`src/rtl/vm_dispense_ctrl.sv`:
```
// vm_dispense_ctrl: vending dispense and change-payout controller.
// Define VM_STOCK_TRACK_EN to add per-item stock counters, restock and the sold-out check.
module vm_dispense_ctrl (
    input  logic       clk,
    input  logic       rst,
    input  logic       req_valid,
    input  logic [2:0] req_item,
    input  logic [1:0] req_amt,
    input  logic [5:0] req_change,
    output logic       req_ready,
    output logic       vend_req,
    output logic [2:0] vend_item,
    input  logic       vend_ack,
    output logic [2:0] coin_out,
    input  logic       coin_ack,
    output logic       fin_valid,
    output logic [1:0] fin_status,
    output logic       busy,
    output logic [4:0] sold_out,
    input  logic       restock,
    input  logic [2:0] restock_item
);
    typedef enum logic [2:0] {IDLE, CHECK, VEND, PAY, FIN} state_t;
    state_t     state_q;
    logic [2:0] item_q;
    logic [1:0] amt_q;
    logic [5:0] chg_q, chg_d;
    logic       req_ready_q, busy_q, vend_req_q, fin_valid_q;
    logic [2:0] vend_item_q, coin_out_q;
    logic [1:0] fin_status_q, chk_st;
    logic       item_ok, stk_short;

    function automatic logic [2:0] coin_sel(input logic [5:0] c);
        return (c >= 6'd25) ? 3'b100 : (c >= 6'd10) ? 3'b010 : 3'b001;
    endfunction

    function automatic logic [5:0] coin_val(input logic [2:0] o);
        return o[2] ? 6'd25 : o[1] ? 6'd10 : 6'd5;
    endfunction

    assign item_ok = (item_q >= 3'd1) && (item_q <= 3'd5);
    // coin_out_q always matches coin_sel(chg_q) in PAY, so this never underflows
    assign chg_d   = chg_q - coin_val(coin_out_q);
    assign chk_st  = (!item_ok || amt_q == 2'd0) ? 2'b01 :
                     stk_short                   ? 2'b10 :
                     (chg_q % 6'd5 != 6'd0)      ? 2'b11 : 2'b00;

`ifdef VM_STOCK_TRACK_EN
    logic [3:0] stock_q [5];
    logic [3:0] stk;
    logic       dec;
    assign dec = (state_q == VEND) && vend_ack;
    always_comb begin
        stk = 4'd0;
        for (int i = 0; i < 5; i++) if (item_q == 3'(i + 1)) stk = stock_q[i];
    end
    assign stk_short = stk < {2'b00, amt_q};
    // restock has priority over a same-cycle decrement of the same item
    always_ff @(posedge clk or posedge rst) begin
        if (rst) begin
            for (int i = 0; i < 5; i++) stock_q[i] <= 4'd9;
        end else begin
            for (int i = 0; i < 5; i++)
                if (restock && restock_item == 3'(i + 1)) stock_q[i] <= 4'd15;
                else if (dec && item_q == 3'(i + 1)) stock_q[i] <= stock_q[i] - 4'd1;
        end
    end
    always_comb begin
        sold_out = 5'b0;
        for (int i = 0; i < 5; i++) sold_out[i] = stock_q[i] == 4'd0;
    end
`else
    logic unused_restock;
    assign unused_restock = ^{restock, restock_item};
    assign stk_short      = 1'b0;
    assign sold_out       = 5'b0;
`endif

    always_ff @(posedge clk or posedge rst) begin
        if (rst) begin
            state_q      <= IDLE;
            item_q       <= 3'd0;
            amt_q        <= 2'd0;
            chg_q        <= 6'd0;
            req_ready_q  <= 1'b1;
            busy_q       <= 1'b0;
            vend_req_q   <= 1'b0;
            vend_item_q  <= 3'd0;
            coin_out_q   <= 3'b000;
            fin_valid_q  <= 1'b0;
            fin_status_q <= 2'b00;
        end else begin
            fin_valid_q <= 1'b0;
            case (state_q)
                IDLE: if (req_valid) begin
                    item_q      <= req_item;
                    amt_q       <= req_amt;
                    chg_q       <= req_change;
                    req_ready_q <= 1'b0;
                    busy_q      <= 1'b1;
                    state_q     <= CHECK;
                end
                CHECK: if (chk_st != 2'b00) begin
                    fin_status_q <= chk_st;
                    fin_valid_q  <= 1'b1;
                    state_q      <= FIN;
                end else begin
                    vend_req_q  <= 1'b1;
                    vend_item_q <= item_q;
                    state_q     <= VEND;
                end
                VEND: if (vend_ack) begin
                    amt_q <= amt_q - 2'd1;
                    if (amt_q == 2'd1) begin
                        vend_req_q <= 1'b0;
                        if (chg_q != 6'd0) begin
                            coin_out_q <= coin_sel(chg_q);
                            state_q    <= PAY;
                        end else begin
                            fin_status_q <= 2'b00;
                            fin_valid_q  <= 1'b1;
                            state_q      <= FIN;
                        end
                    end
                end
                PAY: if (coin_ack) begin
                    chg_q <= chg_d;
                    if (chg_d == 6'd0) begin
                        coin_out_q   <= 3'b000;
                        fin_status_q <= 2'b00;
                        fin_valid_q  <= 1'b1;
                        state_q      <= FIN;
                    end else begin
                        coin_out_q <= coin_sel(chg_d);
                    end
                end
                FIN: begin
                    req_ready_q <= 1'b1;
                    busy_q      <= 1'b0;
                    state_q     <= IDLE;
                end
                default: state_q <= IDLE;
            endcase
        end
    end

    assign req_ready  = req_ready_q;
    assign busy       = busy_q;
    assign vend_req   = vend_req_q;
    assign vend_item  = vend_item_q;
    assign coin_out   = coin_out_q;
    assign fin_valid  = fin_valid_q;
    assign fin_status = fin_status_q;
endmodule

```
`config.mk`:
```
export PLATFORM = sky130hd
export DESIGN_NAME = vm_dispense_ctrl
export DESIGN_NICKNAME = d
export VERILOG_FILES = /design/src/rtl/vm_dispense_ctrl.sv
export SDC_FILE = /design/constraint.sdc
export NUM_CORES = 1
export LEC_CHECK = 0
export ABC_AREA = 1
export ABC_CLOCK_PERIOD_IN_PS = 2800
export CAP_MARGIN = 20
export CORE_MARGIN = 3
export CORE_UTILIZATION = 51
export CTS_CLUSTER_SIZE = 25
export DETAILED_ROUTE_END_ITERATION = 8
export PLACE_DENSITY_LB_ADDON = 0.1
export SYNTH_ARGS = -nofsm -noshare
export SYNTH_HDL_FRONTEND = slang
export SYNTH_SLANG_ARGS = --single-unit
```
`constraint.sdc`:
```
create_clock -name clk -period 2.8 [get_ports clk]
set_input_delay 0.28 -clock clk [delete_from_list [all_inputs] [get_ports clk]]
set_output_delay 0.28 -clock clk [all_outputs]
set_load 0.02 [all_outputs]
```
Yosys cells after proc, flatten, opt, wreduce, memory -nomap -nowiden
Index checks and enable logic that the tools add are counted.
Storage, ports and cells
  bits in registers: 26
  latch bits: 0
  bits in writable memories: 0
  ROM bits: 0
  input bits: 20
  output and inout bits: 17
  memories kept: 0
Cells by class
  add/subtract/negate cells: 2
  multipliers: 0
  div/mod/pow operators: 1
  $lt $le $gt $ge: 6
  eq/ne operators: 14
  shifts and indexed selects: 0
  multiplexer cells: 50
  bitwise gates (word level): 1
  reduce and logical (&&, ||, !) cells: 24
Operators with widths (number)
  $mux W3: 14
  $mux W2: 12
  $ne A2 B2 Y1 const B: 9
  $ge A6 B4 Y1 const B: 2
  $ge A6 B5 Y1 const B: 2
  $mux W6: 2
  $pmux W3 S4: 1
  $pmux W6 S2: 1
  $reduce_bool A2 Y1: 6
  $reduce_bool A6 Y1: 2
  $mux W1: 11
  $reduce_and A5 Y1: 2
  $reduce_and A7 Y1: 1
  $eq A3 B2 Y1 const B: 2
  $logic_not A6 Y1: 1
  $mod A6 B3 Y6 const B: 1
  $pmux W1 S2: 3
  $pmux W2 S3: 1
  $pmux W3 S2: 1
  $reduce_and A2 Y1: 3
  $reduce_and A3 Y1: 2
  $sub A6 B5 Y6: 1
  $mux W5: 1
  $mux W4: 1
  16 further kinds: 16

Logic depth before layout (Yosys ltp)
Gate-level depths: netlist (run 1).
  depth after elaboration: 9
  depth in mapped cells: 18

Least setup slack after synthesis (run 1)
No wires, ideal clock.
  path kind: register to register
  from: register coin_out_q[2], in the netlist coin_out[2]
  to: register fin_status_q[1], in the netlist fin_status[1]
  library setup time: 0.119 ns
  arrival time: 2.246 ns
  data required time: 2.681 ns
  slack: 0.435 ns
  cell stages (with the launch flop): 16
  path buffers: 0
  clock period less this slack: 2.365 ns
  path through: dfrtp_1 > inv_1 > nand2_1 > ha_1 > inv_1 > fa_1 > xnor2_1 > nand3_1 > nor2_1 > nand3_1 > nand2_2 > nand2_2 > nor2_4 > nand3_4 > nand2_1 > nand2_1
On the way
  word-level cells in the longest chain between the ends: 5
RTL lines
  start: declaration: RTL line 29  | logic [2:0] vend_item_q, coin_out_q;
  start signal: assignment: RTL line 117  | coin_out_q <= coin_sel(chg_q);
  start signal: assignment: RTL line 134  | coin_out_q <= coin_sel(chg_d);
  $mux W5: RTL line 38  | return o[2] ? 6'd25 : o[1] ? 6'd10 : 6'd5;
  $sub A6 B5 Y6: RTL line 43  | assign chg_d = chg_q - coin_val(coin_out_q);
  $logic_not A6 Y1: RTL line 128  | if (chg_d == 6'd0) begin
  $ne A2 B2 Y1 (no line)
  $reduce_and A7 Y1 (no line)
  end signal: assignment: RTL line 104  | fin_status_q <= chk_st;
  end: declaration: RTL line 30  | logic [1:0] fin_status_q, chk_st;
Every way passes these cells.
A chain may end at the register's enable or synchronous reset.

Final worst setup path (run 1)
Ends and elaborated chain as after synthesis.

==> out/qor.txt, run 1 <==
Outcome = finished clean
Reg area = 653.1 µm²
Most frequent cells in the layout = nand2_1, inv_1, clkdlybuf4s50_1, dfrtp_1
Synth Area in Simple Gates = 33.36%
Final wirelength = 3943 µm
Largest net degree at the start of global routing = 27
Post-Synth XOR/XNOR Area = 0.9302%
Adder-Cell Fraction of Synth Area = 7.043%
Setup crit end kind = register
Global Route Usage Sum = 19.28%
Max Cap Viol = 0
Clk sinks = 26
Via count = 1662
First-pass GRT wire length = 6720 µm
Routed Antenna Nets = 0
Share of layout cells above drive strength 1 = 11.93%
Multi-input logic area = 1046 µm²
Nets = 316
Cts hold-fix bufs = 0
Final Hold Vio Count = 0
Clock latency on the worst-skew pair = 280 ps
Top cell type by total area after synthesis = dfrtp_1
H-tree depth = 1
Power Total = 3.221 mW
Share of the synthesized area in the top cell type = 33.22%
Initial antenna violation count = 0
Seq pwr share = 22.9%
Initial DRC count = 106
CTS tree = built
Mux cell area share after synthesis = 0.5980%
Leakage = 1.110 nW
Post-placement cell area = 2183 µm²
Area delta synth->final = 19.80%
Synthesized instance count = 256
Synth Area in Compound Gates = 12.62%
CTS Root Cell = clkbuf_8
Routed wire per std cell = 11.91 µm
Sw power = 1.642 mW
Die ar. = 4458 µm²
Finished Cell Area = 2256 µm²
# IOs = 37
Chip height = 66.77 µm
Antenna cells = 0
Detailed-router iteration count before antenna repair = 4
RePlAce Congestion = 0.8336
PD cells = 1428 nW/µm²
Seq/Total Area, Yosys = 34.62%
Fin Setup TNS = 0 ps
Worst Setup Path Type = reg2reg
Final HPWL DP = 3042 µm
Vias in the first global route = 1518
WP data arrival = 2680 ps
Largest family of logic cells by synthesized area = simple AND/OR/NAND/NOR gates
Buffer levels on the longest clock path = 2
Finish-stage setup viols = 0
Crit Path Max Fanout = 4
Crit share post-route = 89.42%
Layout Skew = 7.013 ps
CP required = 2970 ps
TritonCTS buffer count = 3
#FFs+latches synth = 26
Total global routing overflow = 0
Starting Density = 54.71%
Worst hold path class = in2async
Core ar. = 3442 µm²
Width of the chip = 66.77 µm
Combinational Power Share = 67.2%
Internal power = 1.579 mW
Pins Over Slew Limit = 0
Cell row count = 21
Yosys cell types = 38
VDD IR max = 0.6068 mV
Max-slew headroom = 54.63%
Syn. warnings = 0
RSZ-0062 raised after global routing = no
Fmax = 399.4 MHz
WHS = 355.2 ps
Clk pin slew, worst setup/hold paths = 100 ps
Via density = 5.021
Fin cells = 331
Clock share of power = 9.9%
Startpoint Class = register
Crit path time final = 2504 ps
Commonest non-fill, non-tap cell in the layout = nand2_1
Least-Margin Pin Slew = 676.5 ps
Residual DRC = 0
IO buf count = 27
Avg Synthesized Cell Area = 7.356 µm²
Mapped Area = 1883 µm²
Sw Share = 50.98%
Top cells by area, synth = dfrtp_1, nand2_1, ha_1
Dpl cells = 327
Layout fillers = 341
worst paths after layout:
kind / startpoint / endpoint / slack (ps) / cells past startpoint
min: rst / amt_q[1] / 360 / 3
max reg2reg: coin_out[2] / fin_status[1] / 300 / 15
min reg2reg: req_ready / req_ready / 470 / 2
max in group asynchronous: rst / req_ready / 2140 / 3
min in group clk: req_ready / req_ready / 470 / 2
max: coin_out[2] / fin_status[1] / 300 / 15
final cells by class:
type	count	share of cell area, %
multi-input combinational	188	46.37
sequential	26	28.95
timing repair buffer	29	12.65
inverter	38	6.323
tap	46	2.551
clock buffer	3	1.830
clock inverter	1	1.331
critical path: stages, from the launching register on:
cell      delay (ps)
dfrtp_1          410
inv_1             70
nand2_1          140
ha_1             170
inv_1             70
fa_1             400
a21oi_1          170
o21bai_1         100
xnor2_1          220
nand3_1          130
nand2_2          110
nand2_2           70
nor2_4           120
nand3_4          100
nand2_1           80
nand2_1           50
power groups by stage:
| stage | Combinational [mW] | Clock (mW) | Sequential [mW] |
|---|---|---|---|
| after floorplan | 1.62 | 0 | 0.783 |
| after global placement | 2.11 | 0 | 0.738 |
| after detailed placement | 2.15 | 0 | 0.741 |
| after CTS | 2.18 | 0.320 | 0.736 |
| after global routing | 2.47 | 0.331 | 0.769 |
| final | 2.16 | 0.320 | 0.737 |
through the flow:
stage               setup WS, ps  util (%)
global placement           312.1     63.43
floorplan                  435.2         -
CTS                        247.0     65.50
detailed placement         257.8     63.43
global route               33.88     65.54
finish                     296.3     65.54
synthesized netlist by cell type (all sizes together):
master / count
nand2: 78
inv: 38
dfrtp: 25
nor2: 20
nand3: 18
o21ai: 18
a21oi: 10
ha: 9
buf: 7
nand4: 5
nor3: 5
o22ai: 4
o211ai: 3
a31oi: 2
or2: 2
xnor2: 2
a211oi: 1
clkbuf: 1
conb: 1
dfstp: 1
fa: 1
mux2: 1
nand3b: 1
nor4: 1
o21a: 1
o21bai: 1
sequential cells by signal, summed over array words and instances, names as in the netlist, 2 cells and up:
name        flops
amt_q           2
chg_q           6
coin_out        3
fin_status      2
item_q          3
state_q         3
vend_item       3
routing by layer:
metal	track usage, %	routed length [µm]	part of all wire, %
met5	0	0	0
met3	3.204	187	4.7
met4	3.807	24	0.61
met2	30.32	1759	45
met1	27.82	1971	50
cells by family (layout without fill, tap and decap cells):
group | Yosys count | count (layout)
simple gates | 130 | 130
fa+ha+maj | 10 | 10
buf+inv | 46 | 71
xor+xnor | 2 | 2
other cells | 1 | 5
mux | 1 | 1
compound gates | 40 | 40
flops | 26 | 26
repair_timing:
| item | in CTS | in global routing |
|---|---|---|
| setup buffers | 0 | 0 |
| hold endpoints to repair | 0 | 0 |
| setup endpoints to repair | 0 | 8 |
| gates resized for setup | 0 | 2 |
Note: power is estimated with default switching activity, not from simulation.
==> run 2: changes to the inputs <==
--- a/config.mk
+++ b/config.mk
@@ -12,7 +12,10 @@
 export CORE_UTILIZATION = 51
 export CTS_CLUSTER_SIZE = 25
 export DETAILED_ROUTE_END_ITERATION = 8
+export GPL_ROUTABILITY_DRIVEN = 0
+export MAX_ROUTING_LAYER = met4
 export PLACE_DENSITY_LB_ADDON = 0.1
+export RECOVER_POWER = 100
 export SYNTH_ARGS = -nofsm -noshare
 export SYNTH_HDL_FRONTEND = slang
 export SYNTH_SLANG_ARGS = --single-unit
==> run 2 against run 1 <==
Effect of this change: final cell count stayed put; die area stayed put; maximum frequency hardly changed; worst hold slack better by 110 ps; critical path depth stayed put; sequential cell count stayed put; critical endpoint unchanged.
==> out/qor.txt, run 2 (same netlist as run 1, synthesis figures left out) <==
Outcome = finished clean
Sw Share = 51.25% (+0.27 points)
Initial DRC count = 136 (+28%)
Routed Antenna Nets = 0 (unchanged)
Clk pin slew, worst setup/hold paths = 100 ps (about the same)
Setup crit end kind = register
H-tree depth = 1 (unchanged)
Vias in the first global route = 1521 (+0.20%)
R2R setup slack = 300 ps (about the same)
Total global routing overflow = 0 (unchanged)
CTS Root Cell = clkbuf_8
Sw power = 1.628 mW (-0.86%)
Leakage = 1.124 nW (+1.3%)
Cell row count = 21 (unchanged)
CP required = 2970 ps (about the same)
Buffer levels on the longest clock path = 2 (unchanged)
Combinational Power Share = 66.9% (-0.3 points)
Crit share post-route = 89.39% (about the same)
Fin Setup TNS = 0 ps (unchanged)
Most frequent CP cell = nand2_1
Least-Margin Pin Slew = 1410 ps (+733.9 ps)
Initial antenna violation count = 0 (unchanged)
WHS = 469.0 ps (+113.9 ps)
VDD IR max = 0.5997 mV (-1.2%)
CTS tree = built
Worst path max stage delay = 400 ps (about the same)
TritonCTS buffer count = 3 (unchanged)
Startpoint Class = register
Area delta synth->final = 19.20%
Crit Path Max Fanout = 4 (unchanged)
Finish-stage setup viols = 0 (unchanged)
Pins Over Slew Limit = 0 (unchanged)
Worst Setup Path Type = reg2reg
Via count = 1664 (+0.12%)
RSZ-0062 raised after global routing = no
IO buf count = 27 (unchanged)
Worst hold path class = reg2reg
Detailed-router iteration count before antenna repair = 4 (unchanged)
Routed wire per std cell = 11.86 µm (-0.43%)
Clock latency on the worst-skew pair = 280 ps (about the same)
Nets = 316 (unchanged)
Layout fillers = 342 (+0.29%)
Most frequent cells in the layout = nand2_1, inv_1, dfrtp_1, nor2_1, o21ai_0
# IOs = 37 (unchanged)
Global Route Usage Sum = 19.79% (+0.51 points)
Chip height = 66.77 µm (unchanged)
Die ar. = 4458 µm² (unchanged)
Layout Skew = 5.536 ps (-1.477 ps)
PD cells = 1415 nW/µm² (-0.88%)
Max-slew headroom = 5.977% (-49 points)
Max stage delay cell, worst path = dfrtp_1
Commonest non-fill, non-tap cell in the layout = nand2_1
Seq pwr share = 23.1% (+0.2 points)
Max reg flops = 6 (unchanged)
Share of layout cells above drive strength 1 = 10.53% (-1.4 points)
Cell chain of the critical path = inv_1 > nand2_1 > ha_1 > inv_1 > fa_1 > a21oi_1 > o21bai_1 > xnor2_1 > nand3_1 > nand2_2 > nand2_2 > nor2_4 > nand3_4 > nand2_1 > nand2_1
Final Hold Vio Count = 0 (unchanged)
Hold path cells = 2
Fmax = 399.5 MHz (about the same)
Crit path time final = 2503 ps (-0.7000 ps)
First-pass GRT wire length = 6713 µm (-0.10%)
Width of the chip = 66.77 µm (unchanged)
Clk sinks = 26 (unchanged)
Clock share of power = 10.1% (+0.2 points)
Starting Density = 54.71% (unchanged)
Internal power = 1.548 mW (-1.9%)
Final wirelength = 3926 µm (-0.43%)
Max Cap Viol = 0 (unchanged)
Largest net degree at the start of global routing = 27 (unchanged)
Core ar. = 3442 µm² (unchanged)
Post-CTS setup buffer count = 0 (unchanged)
Residual DRC = 0 (unchanged)
Antenna cells = 0 (unchanged)
Via density = 5.027 (+0.12%)
Final HPWL DP = 3042 µm (unchanged)
Reg with most FFs = chg_q
WP data arrival = 2680 ps (about the same)
R2R cell count = 15 (unchanged)
## run 2: cell types whose count changed in the layout (fill, tap and decap cells not counted), sizes merged
| cell | delta |
|---|---|
| buf | -1 |
| clkdlybuf4s50 | -13 |
| clkbuf | +1 |
| dlygate4sd3 | +13 |
## run 2: routing by layer
| metal | wire length [µm] | vias up | GRT usage [%] |
|---|---|---|---|
| met4 | 18 | 0 | 3.807 |
| met5 | 0 | - | - |
| li1 | - | 876 | - |
| met1 | 1982 | 744 | 28.13 |
| met3 | 173 | 2 | 2.698 |
| met2 | 1752 | 42 | 30.32 |
## run 2: power by group through the flow
stage                     Sequential (mW)  Clock (mW)  Combinational, mW
after global placement              0.738           0               2.11
final                               0.733       0.320               2.12
after floorplan                     0.783           0               1.62
after detailed placement            0.741           0               2.15
after global routing                0.766       0.331               2.43
after CTS                           0.736       0.320               2.18
## run 2: worst paths after layout
check                             from             to
setup / recovery           coin_out[2]  fin_status[1]
hold / removal               req_ready      req_ready
setup reg to reg           coin_out[2]  fin_status[1]
hold reg to reg              req_ready      req_ready
max in group asynchronous          rst       chg_q[5]
min in group asynchronous          rst       amt_q[1]
## run 2: worst max-delay path: cells and delay by family, from the launching register on
| family | cells | cell delay (ps) |
|---|---|---|
| AOI/OAI and AO/OA | 2 | 270 |
| xor gates and xnor gates | 1 | 220 |
| adders and majority gates | 2 | 570 |
| buffers and inverters | 2 | 140 |
| DFF | 1 | 400 |
| and+or+nand+nor | 8 | 810 |
## run 2: through the flow
stage / cells / total power, mW / area, µm² / util [%] / worst slack, ps
floorplan: 260 / 2.405 / 1898 / - / 435.2
global placement: 327 / 2.845 / 2183 / 63.43 / 312.1
detailed placement: 327 / 2.896 / 2183 / 63.43 / 257.8
CTS: 331 / 3.230 / 2255 / 65.50 / 247.0
global route: 331 / 3.529 / 2245 / 65.21 / 23.00
finish: 331 / 3.176 / 2245 / 65.21 / 297.0
## run 2: layout make-up
type,count,area [µm²],share of cell area (%)
Tap cell,46,57.56,2.564
Inverter,38,142.6,6.355
Sequential cell,26,653.1,29.10
Multi-Input combinational cell,188,1039,46.27
Clock buffer,3,41.29,1.839
Clock inverter,1,30.03,1.338
Timing Repair Buffer,29,281.5,12.54
## run 2: what timing repair did
item                                    CTS  global route
resized for setup                         0             2
endpoints found under the setup margin    0             8
hold buffers                              0             0
==> run 3: changes to the inputs <==
--- a/config.mk
+++ b/config.mk
@@ -9,13 +9,13 @@
 export ABC_CLOCK_PERIOD_IN_PS = 2800
 export CAP_MARGIN = 20
 export CORE_MARGIN = 3
-export CORE_UTILIZATION = 51
+export CORE_UTILIZATION = 52
 export CTS_CLUSTER_SIZE = 25
 export DETAILED_ROUTE_END_ITERATION = 8
 export GPL_ROUTABILITY_DRIVEN = 0
 export MAX_ROUTING_LAYER = met4
 export PLACE_DENSITY_LB_ADDON = 0.1
-export RECOVER_POWER = 100
+export RECOVER_POWER = 25
 export SYNTH_ARGS = -nofsm -noshare
 export SYNTH_HDL_FRONTEND = slang
 export SYNTH_SLANG_ARGS = --single-unit
==> run 3 against run 2 <==
Effect of this change: worst hold slack worse by 7.0 ps; largest cell class unchanged; maximum frequency is 3.3% lower; critical path depth grew 2; sequential share of layout area increased by 0.11 points.
==> out/qor.txt, run 3 (same netlist as run 1, synthesis figures left out) <==
Global Route Usage Sum = 19.96% (+0.17 points)
Outcome = finished clean
H-tree depth = 1 (unchanged)
Clk sinks = 26 (unchanged)
Core ar. = 3416 µm² (-0.76%)
Cell chain of the critical path = inv_1 > nand2_1 > nand3_1 > nand2_2 > nand3_2 > nand2_1 > inv_1 > ha_1 > nand2_1 > nand2_1 > nor2_1 > nand2_2 > a21oi_4 > nand4_4 > nand3_4 > nand2_1 > nand2_1
Die ar. = 4379 µm² (-1.8%)
Clk pin slew, worst setup/hold paths = 150 ps (+50 ps)
Max stage delay cell, worst path = dfrtp_1
Most frequent cells in the layout = nand2_1, inv_1, clkdlybuf4s50_1, dfrtp_1, o21ai_0
Share of layout cells above drive strength 1 = 11.23% (+0.70 points)
Antenna cells = 0 (unchanged)
Initial antenna violation count = 0 (unchanged)
Crit path to = fin_status[1]
Residual DRC = 0 (unchanged)
Final Hold Vio Count = 0 (unchanged)
Crit path time final = 2587 ps (+84.24 ps)
Post-place setup slack = 239.5 ps (-18.34 ps)
Crit Path Max Fanout = 11 (+7)
Cts hold-fix bufs = 0 (unchanged)
Via count = 1679 (+0.90%)
Nets = 316 (unchanged)
Area delta synth->final = 18.54%
Post-route setup slack = 212.8 ps (-84.24 ps)
Vias in the first global route = 1500 (-1.4%)
IO buf count = 27 (unchanged)
Critical Path Stages = 17 (+2)
Leakage = 1.100 nW (-2.2%)
Routed wire per std cell = 11.79 µm (-0.61%)
Commonest non-fill, non-tap cell in the layout = nand2_1
Crit share post-route = 92.40% (+3.0 points)
PD cells = 1416 nW/µm² (about the same)
Critical R2R Launch = chg_q[5]
Initial DRC count = 80 (-41%)
Setup crit end kind = register
CTS tree = built
Cell row count = 21 (unchanged)
R2R cell count = 17 (+2)
CP required = 3080 ps (+110 ps)
Family with the most delay on the worst path = simple AND/OR/NAND/NOR gates
Detailed-router iteration count before antenna repair = 4 (unchanged)
Layout Skew = 4.574 ps (-0.9619 ps)
Pins Over Slew Limit = 0 (unchanged)
Least-Margin Pin Slew = 1435 ps (+24.80 ps)
Fmax = 386.5 MHz (-3.3%)
Starting Density = 55.13% (+0.42 points)
Finish-stage setup viols = 0 (unchanged)
Reg with most FFs = chg_q
Max Cap Viol = 0 (unchanged)
Via density = 5.073 (+0.90%)
Reg-to-reg endpoint = fin_status[1]
Most frequent CP cell = nand2_1
R2R setup slack = 210 ps (-80 ps)
Fin Setup TNS = 0 ps (unchanged)
VDD IR max = 0.8721 mV (+45%)
Post-CTS setup buffer count = 0 (unchanged)
Worst hold path class = in2reg
Max reg flops = 6 (unchanged)
CP Launch Point = chg_q[5]
# IOs = 37 (unchanged)
CTS Root Cell = clkbuf_4
Final wirelength = 3902 µm (-0.61%)
Startpoint Class = register
Routed Antenna Nets = 0 (unchanged)
Final HPWL DP = 3098 µm (+1.8%)
Min-delay src = req_item[2]
Clock latency on the worst-skew pair = 330 ps (+50 ps)
WP buf/inv = 2 (unchanged)
Buffer levels on the longest clock path = 2 (unchanged)
First-pass GRT wire length = 6713 µm (unchanged)
Width of the chip = 66.18 µm (-0.88%)
Total global routing overflow = 0 (unchanged)
Largest net degree at the start of global routing = 27 (unchanged)
RSZ-0062 raised after global routing = no
Worst path max stage delay = 600 ps (+200 ps)
WP data arrival = 2870 ps (+190 ps)
Post-CTS Resized = 0 (unchanged)
Chip height = 66.18 µm (-0.88%)
Max-slew headroom = 4.323% (-1.7 points)
Worst Setup Path Type = reg2reg
TritonCTS buffer count = 3 (unchanged)
[run 3: final cells by class]
type | count | area, µm²
fillers | 307 | 1184
multi-input cells | 188 | 1046
flip-flops and latches | 26 | 651.9
repair buffers | 29 | 281.5
inverters | 38 | 142.6
well taps | 46 | 57.56
clock inverters | 1 | 30.03
clock buffers | 3 | 22.52
[run 3: metal layers]
layer	GRT usage, %	vias to the layer above	part of all wire [%]
met1	31.53	748	52
met5	-	-	0
met2	27.01	43	43
met4	5.838	0	0.67
met3	1.531	4	4.3
li1	-	884	-
[run 3: stage by stage]
step | utilization [%] | hold WS, ps | instance area [µm²] | instances | power [mW]
after floorplan | - | 319.3 | 1898 | 260 | 2.405
after global placement | 63.92 | 454.7 | 2183 | 327 | 2.862
after detailed placement | 63.92 | 454.6 | 2183 | 327 | 2.908
after CTS | 65.46 | 291.3 | 2236 | 331 | 3.180
after global routing | 65.35 | 452.2 | 2232 | 331 | 3.494
final | 65.35 | 462.1 | 2232 | 331 | 3.160
[run 3: how the worst min path moves through the flow]
stage,end,cells past startpoint
6_report,item_q[2],3
5_1_grt,item_q[2],3
4_1_cts,busy,3
3_5_place_dp,req_ready,2
3_3_place_gp,req_ready,2
2_1_floorplan,amt_q[0],1
[run 3: worst register-to-register path, delay by kind of cell (launching register included)]
| family | cells | cell delay, ps |
|---|---|---|
| buffers and inverters | 2 | 200 |
| adders and majority gates | 1 | 290 |
| DFF | 1 | 600 |
| and+or+nand+nor | 13 | 1280 |
| AOI/OAI and AO/OA | 1 | 170 |
[run 3: power by group]
group / total (mW) / leakage [nW] / switching, mW / internal [mW]
combinational: 2.16 / 0.753 / 1.33 / 0.828
sequential: 0.740 / 0.319 / 0.185 / 0.555
clock: 0.262 / 0.0279 / 0.118 / 0.145
==> RTL change 1, RTL diff (settings of run 3) <==
Add a define of `VM_STOCK_TRACK_EN`.
--- a/src/rtl/vm_dispense_ctrl.sv
+++ b/src/rtl/vm_dispense_ctrl.sv
@@ -2,2 +2,4 @@
 // Define VM_STOCK_TRACK_EN to add per-item stock counters, restock and the sold-out check.
+`define VM_STOCK_TRACK_EN
+
 module vm_dispense_ctrl (
Check against the original RTL: no difference found for any inputs over 10 cycles, from zero or initial values and one cycle with rst high; that may be too few to reach the edited logic, so the function may still have changed.
==> RTL change 1 against run 3 <==
The flow now finishes with violations (capacitance limit, slew limit). Setup slack better by 0.094 ns. Maximum frequency rose by 3.8%. Count of clock-buffer cells in the layout increased by 3. Synthesized cell count grew 64%. Power increased by 32%. Sequential cell count up 20. First-iteration DRC count is 33% higher. Cell area increased by 66%. Wire length grew 76%. Synthesized area grew 67%. Global-route usage increased by 1.3 points.
==> RTL change 1: results <==
[outcome]
result_of_the_run = "complete, but fails checks"
violations = "capacitance limit, slew limit"

[drt]
via_count = 2798

[worst_setup_path]
timing.critical_path.from = "coin_out[2]"
arrival_time_at_the_worst_endpoint_ns = 2.68
critPathMaxStageDelay_ns = 0.40
worstPathMaxFanout = 3
worstRegToRegCells = 15

[placement]
hpwl_microns = 5330
placedCellCount = 527
io_buffers = 36
post_dp_cell_area_sq_um = 3600

[flow_run]
max_cap_viol_count = 1

[clocking]
ctsRootBufferMaster = "sky130_fd_sc_hd__clkbuf_8"
path_clk_slew_ns = 0.09
htree_num_levels = 2

[global_route]
vias_in_the_first_global_route = 2687
first_pass_grt_wire_length_microns = 12000
global_route_usage_over_all_layers_pct = 21.2
grt_start_max_net_pins = 47

[sta]
max_slew.worst_pin.slew_ns = 1.70
finalClockSkew_ns = 0.00590
maxSlewViolCount = 47
hold-worst-slack_ns = 0.465

[worst_hold_path]
hold_end = "req_ready"
worstHoldPathType = "flop to flop"
hp-start = "req_ready"

[logic_synthesis]
synth_top_cells_by_area = "sky130_fd_sc_hd__dfrtp_1 28%, sky130_fd_sc_hd__nand2_1 10%, sky130_fd_sc_hd__dfstp_2 9.2%, sky130_fd_sc_hd__inv_1 6.1%, sky130_fd_sc_hd__ha_1 6.0%"
synth_area_in_compound_gates_pct = 15.7
netlist_instances = 419
ys_top_cells_by_count = "87 x sky130_fd_sc_hd__nand2_1, 51 x sky130_fd_sc_hd__inv_1, 37 x sky130_fd_sc_hd__nor2_1"
synth-xor-area-share_pct = 1.07
synth_adder_area_share_pct = 6.60
synth-seq-area-share_pct = 37.0
mux_share_of_post_synthesis_cell_area_pct = 0

[pwr]
power.ir.vdd_worst_uv = 749
intPower_mw = 2.09

[final_layout]
stdcell_area_sq_um = 3700
filler_cell_count = 526
[RTL change 1: kinds of logic after synthesis]
family | count (synthesis)
simple gates | 196
compound gates | 87
buf+inv | 71
flops | 46
fa+ha+maj | 16
xor+xnor | 3
[RTL change 1: per-stage QoR]
stage / total power, mW / worst slack (ns)
3_3_place_gp: 3.70 / 0.425
3_5_place_dp: 3.75 / 0.326
4_1_cts: 4.19 / 0.308
5_1_grt: 4.63 / -0.00938
2_1_floorplan: 3.14 / 0.404
6_report: 4.18 / 0.307
[RTL change 1: area by class of cell]
class	instances	area share, %
clock buffers	6	2.23
clock inverters	2	0.338
well taps	72	2.43
inverters	68	6.89
flip-flops and latches	46	31.5
multi-input cells	302	46.3
repair buffers	39	10.3
[RTL change 1: worst max-delay path: cells and delay by family (launching register included)]
family / cells / cell delay [ns]
XOR/XNOR: 1 / 0.23
buffers and inverters: 3 / 0.24
AND/OR/NAND/NOR: 6 / 0.65
AO/OA/AOI/OAI: 3 / 0.33
adder cells (fa/ha/maj): 2 / 0.56
flip-flops: 1 / 0.38
[RTL change 1: layer usage]
layer  up-vias  wire length [microns]  track usage, %
met5         -                      0               -
li1       1465                      -               -
met1      1276                   3580            30.0
met4         0                     27            4.09
met2        55                   3010            32.4
met3         2                    238            3.65
[RTL change 1: power groups by stage]
| stage | logic [mW] | clock network (mW) | registers [mW] |
|---|---|---|---|
| 2_1_floorplan | 1.92 | 0 | 1.23 |
| 3_3_place_gp | 2.49 | 0 | 1.21 |
| 3_5_place_dp | 2.53 | 0 | 1.22 |
| 4_1_cts | 2.55 | 0.437 | 1.20 |
| 5_1_grt | 2.91 | 0.475 | 1.25 |
| 6_report | 2.54 | 0.432 | 1.21 |
[RTL change 1: repair_timing]
item                       CTS  global route
resized for setup            0             3
hold buffers                 0             0
setup endpoints to repair    0             3
==> RTL change 2, RTL diff (flow settings as in run 3) <==
Without the edit above. Encoding of `state_t`: now one-hot (5 bits for 5 states).
--- a/src/rtl/vm_dispense_ctrl.sv
+++ b/src/rtl/vm_dispense_ctrl.sv
@@ -22,3 +22,3 @@
 );
-    typedef enum logic [2:0] {IDLE, CHECK, VEND, PAY, FIN} state_t;
+    typedef enum logic [4:0] {IDLE = 5'b00001, CHECK = 5'b00010, VEND = 5'b00100, PAY = 5'b01000, FIN = 5'b10000} state_t;
     state_t     state_q;
Check against the original RTL: no difference found for any inputs over 10 cycles, from zero or initial values and one cycle with rst high; not proved beyond that.
==> RTL change 2 against run 3 <==
The flow now finishes with violations (capacitance limit, slew limit). Highest routed layer unchanged. Power decreased by 5.1%. Hold slack improved by 0.011 ns. Cell area increased by 2.7%. Synthesized cell count increased by 2.0%. Sequential cell count increased by 2. Global-route usage increased by 1.6 points. Critical path type unchanged. Synthesized area increased by 2.3%. Combinational power decreased by 11%. Setup slack improved by 0.098 ns. Wire length increased by 4.8%. Clock skew decreased by 0.0014 ns.
==> RTL change 2: results <==
[clocking]
clk-insertion-delay-late_ns = 0.27
path_clk_slew_ns = 0.10
ctsRootBufferMaster = "sky130_fd_sc_hd__clkbuf_8"

[drt]
met3RoutedLength_microns = 206
drt-initial-drc-count = 89
routed_wire_length_per_instance_microns = 12.2
met1_length_microns = 2030
met2RoutedLength_microns = 1820
via_count = 1723

[worst_setup_path]
critPathTopFamily = "adder cells"
r2r_setup_slack_ns = 0.31
arrival_time_at_the_worst_endpoint_ns = 2.62
critical-path-slowest-cell = "sky130_fd_sc_hd__fa_1"
worstPathMaxFanout = 3
critPathMaxStageDelay_ns = 0.40

[final_layout]
area_share_clock_buf_inv_pct = 3.11
sequential_portion_of_the_cell_area_pct = 30.7
multiInputGateArea_sq_um = 1020
inv_count = 43
n_multi_input_combinational_cell = 186
share_of_layout_cells_above_drive_strength_1_pct = 7.59
nNetsFinal = 321
final_cells = 336
area_share_nonclk_buffers_pct = 12.3

[sta]
hold-worst-slack_ns = 0.473
finalClockSkew_ns = 0.00319
maxSlewViolCount = 29

[global_route]
use_met1_pct = 30.6
global_route_usage_over_all_layers_pct = 21.6
use_met2_pct = 32.7
vias_in_the_first_global_route = 1593

[logic_synthesis]
synth-xor-area-share_pct = 0.910
synth_area_in_compound_gates_pct = 15.3
ys_top_cells_by_count = "62 x sky130_fd_sc_hd__nand2_1, 40 x sky130_fd_sc_hd__inv_1, 26 x sky130_fd_sc_hd__dfrtp_1"
mux_share_of_post_synthesis_cell_area_pct = 0
netlist_instances = 261
synth_adder_area_share_pct = 6.89
synth-seq-area-share_pct = 36.5
post_synth_num_cell_types = 37
synth_seq_cells = 28

[pwr]
pg_comb_mw = 1.93
power.share.switching_pct = 49.7
static-leakage-power_nw = 1.14

[outcome]
result_of_the_run = "complete, but fails checks"
violations = "capacitance limit, slew limit"

[placement]
placedCellCount = 332
place_worst_setup_slack_ns = 0.338
hpwl_microns = 3230

[flow_run]
max_cap_viol_count = 1

[worst_hold_path]
worstHoldPathType = "flop to flop"
hold_end = "req_ready"
hp-start = "req_ready"
hold_path_depth = 2
-- RTL change 2: cell types whose count changed in the layout (fill, tap and decap cells not counted), sizes merged, moves of 2 or more --
cell	change
a211oi	+3
a21oi	+2
inv	+5
nand2	-12
nand4	+5
o21ai	+2
-- RTL change 2: worst max-delay path by stage --
stage                      startpoint     endpoint  slack, ns
after floorplan           coin_out[2]   state_q[3]       0.53
after global placement    coin_out[2]  coin_out[2]       0.41
after detailed placement  coin_out[2]  coin_out[2]       0.34
after CTS                 coin_out[2]  coin_out[2]       0.29
after global routing      coin_out[2]  coin_out[2]       0.01
final                     coin_out[2]  coin_out[2]       0.31
-- RTL change 2: through the flow --
stage	util [%]	total power, mW	cell area, sq um
after floorplan	-	2.22	1940
after global routing	66.6	3.35	2290
after CTS	66.7	3.01	2300
after detailed placement	64.7	2.68	2230
final	66.6	3.00	2290
after global placement	64.7	2.63	2230
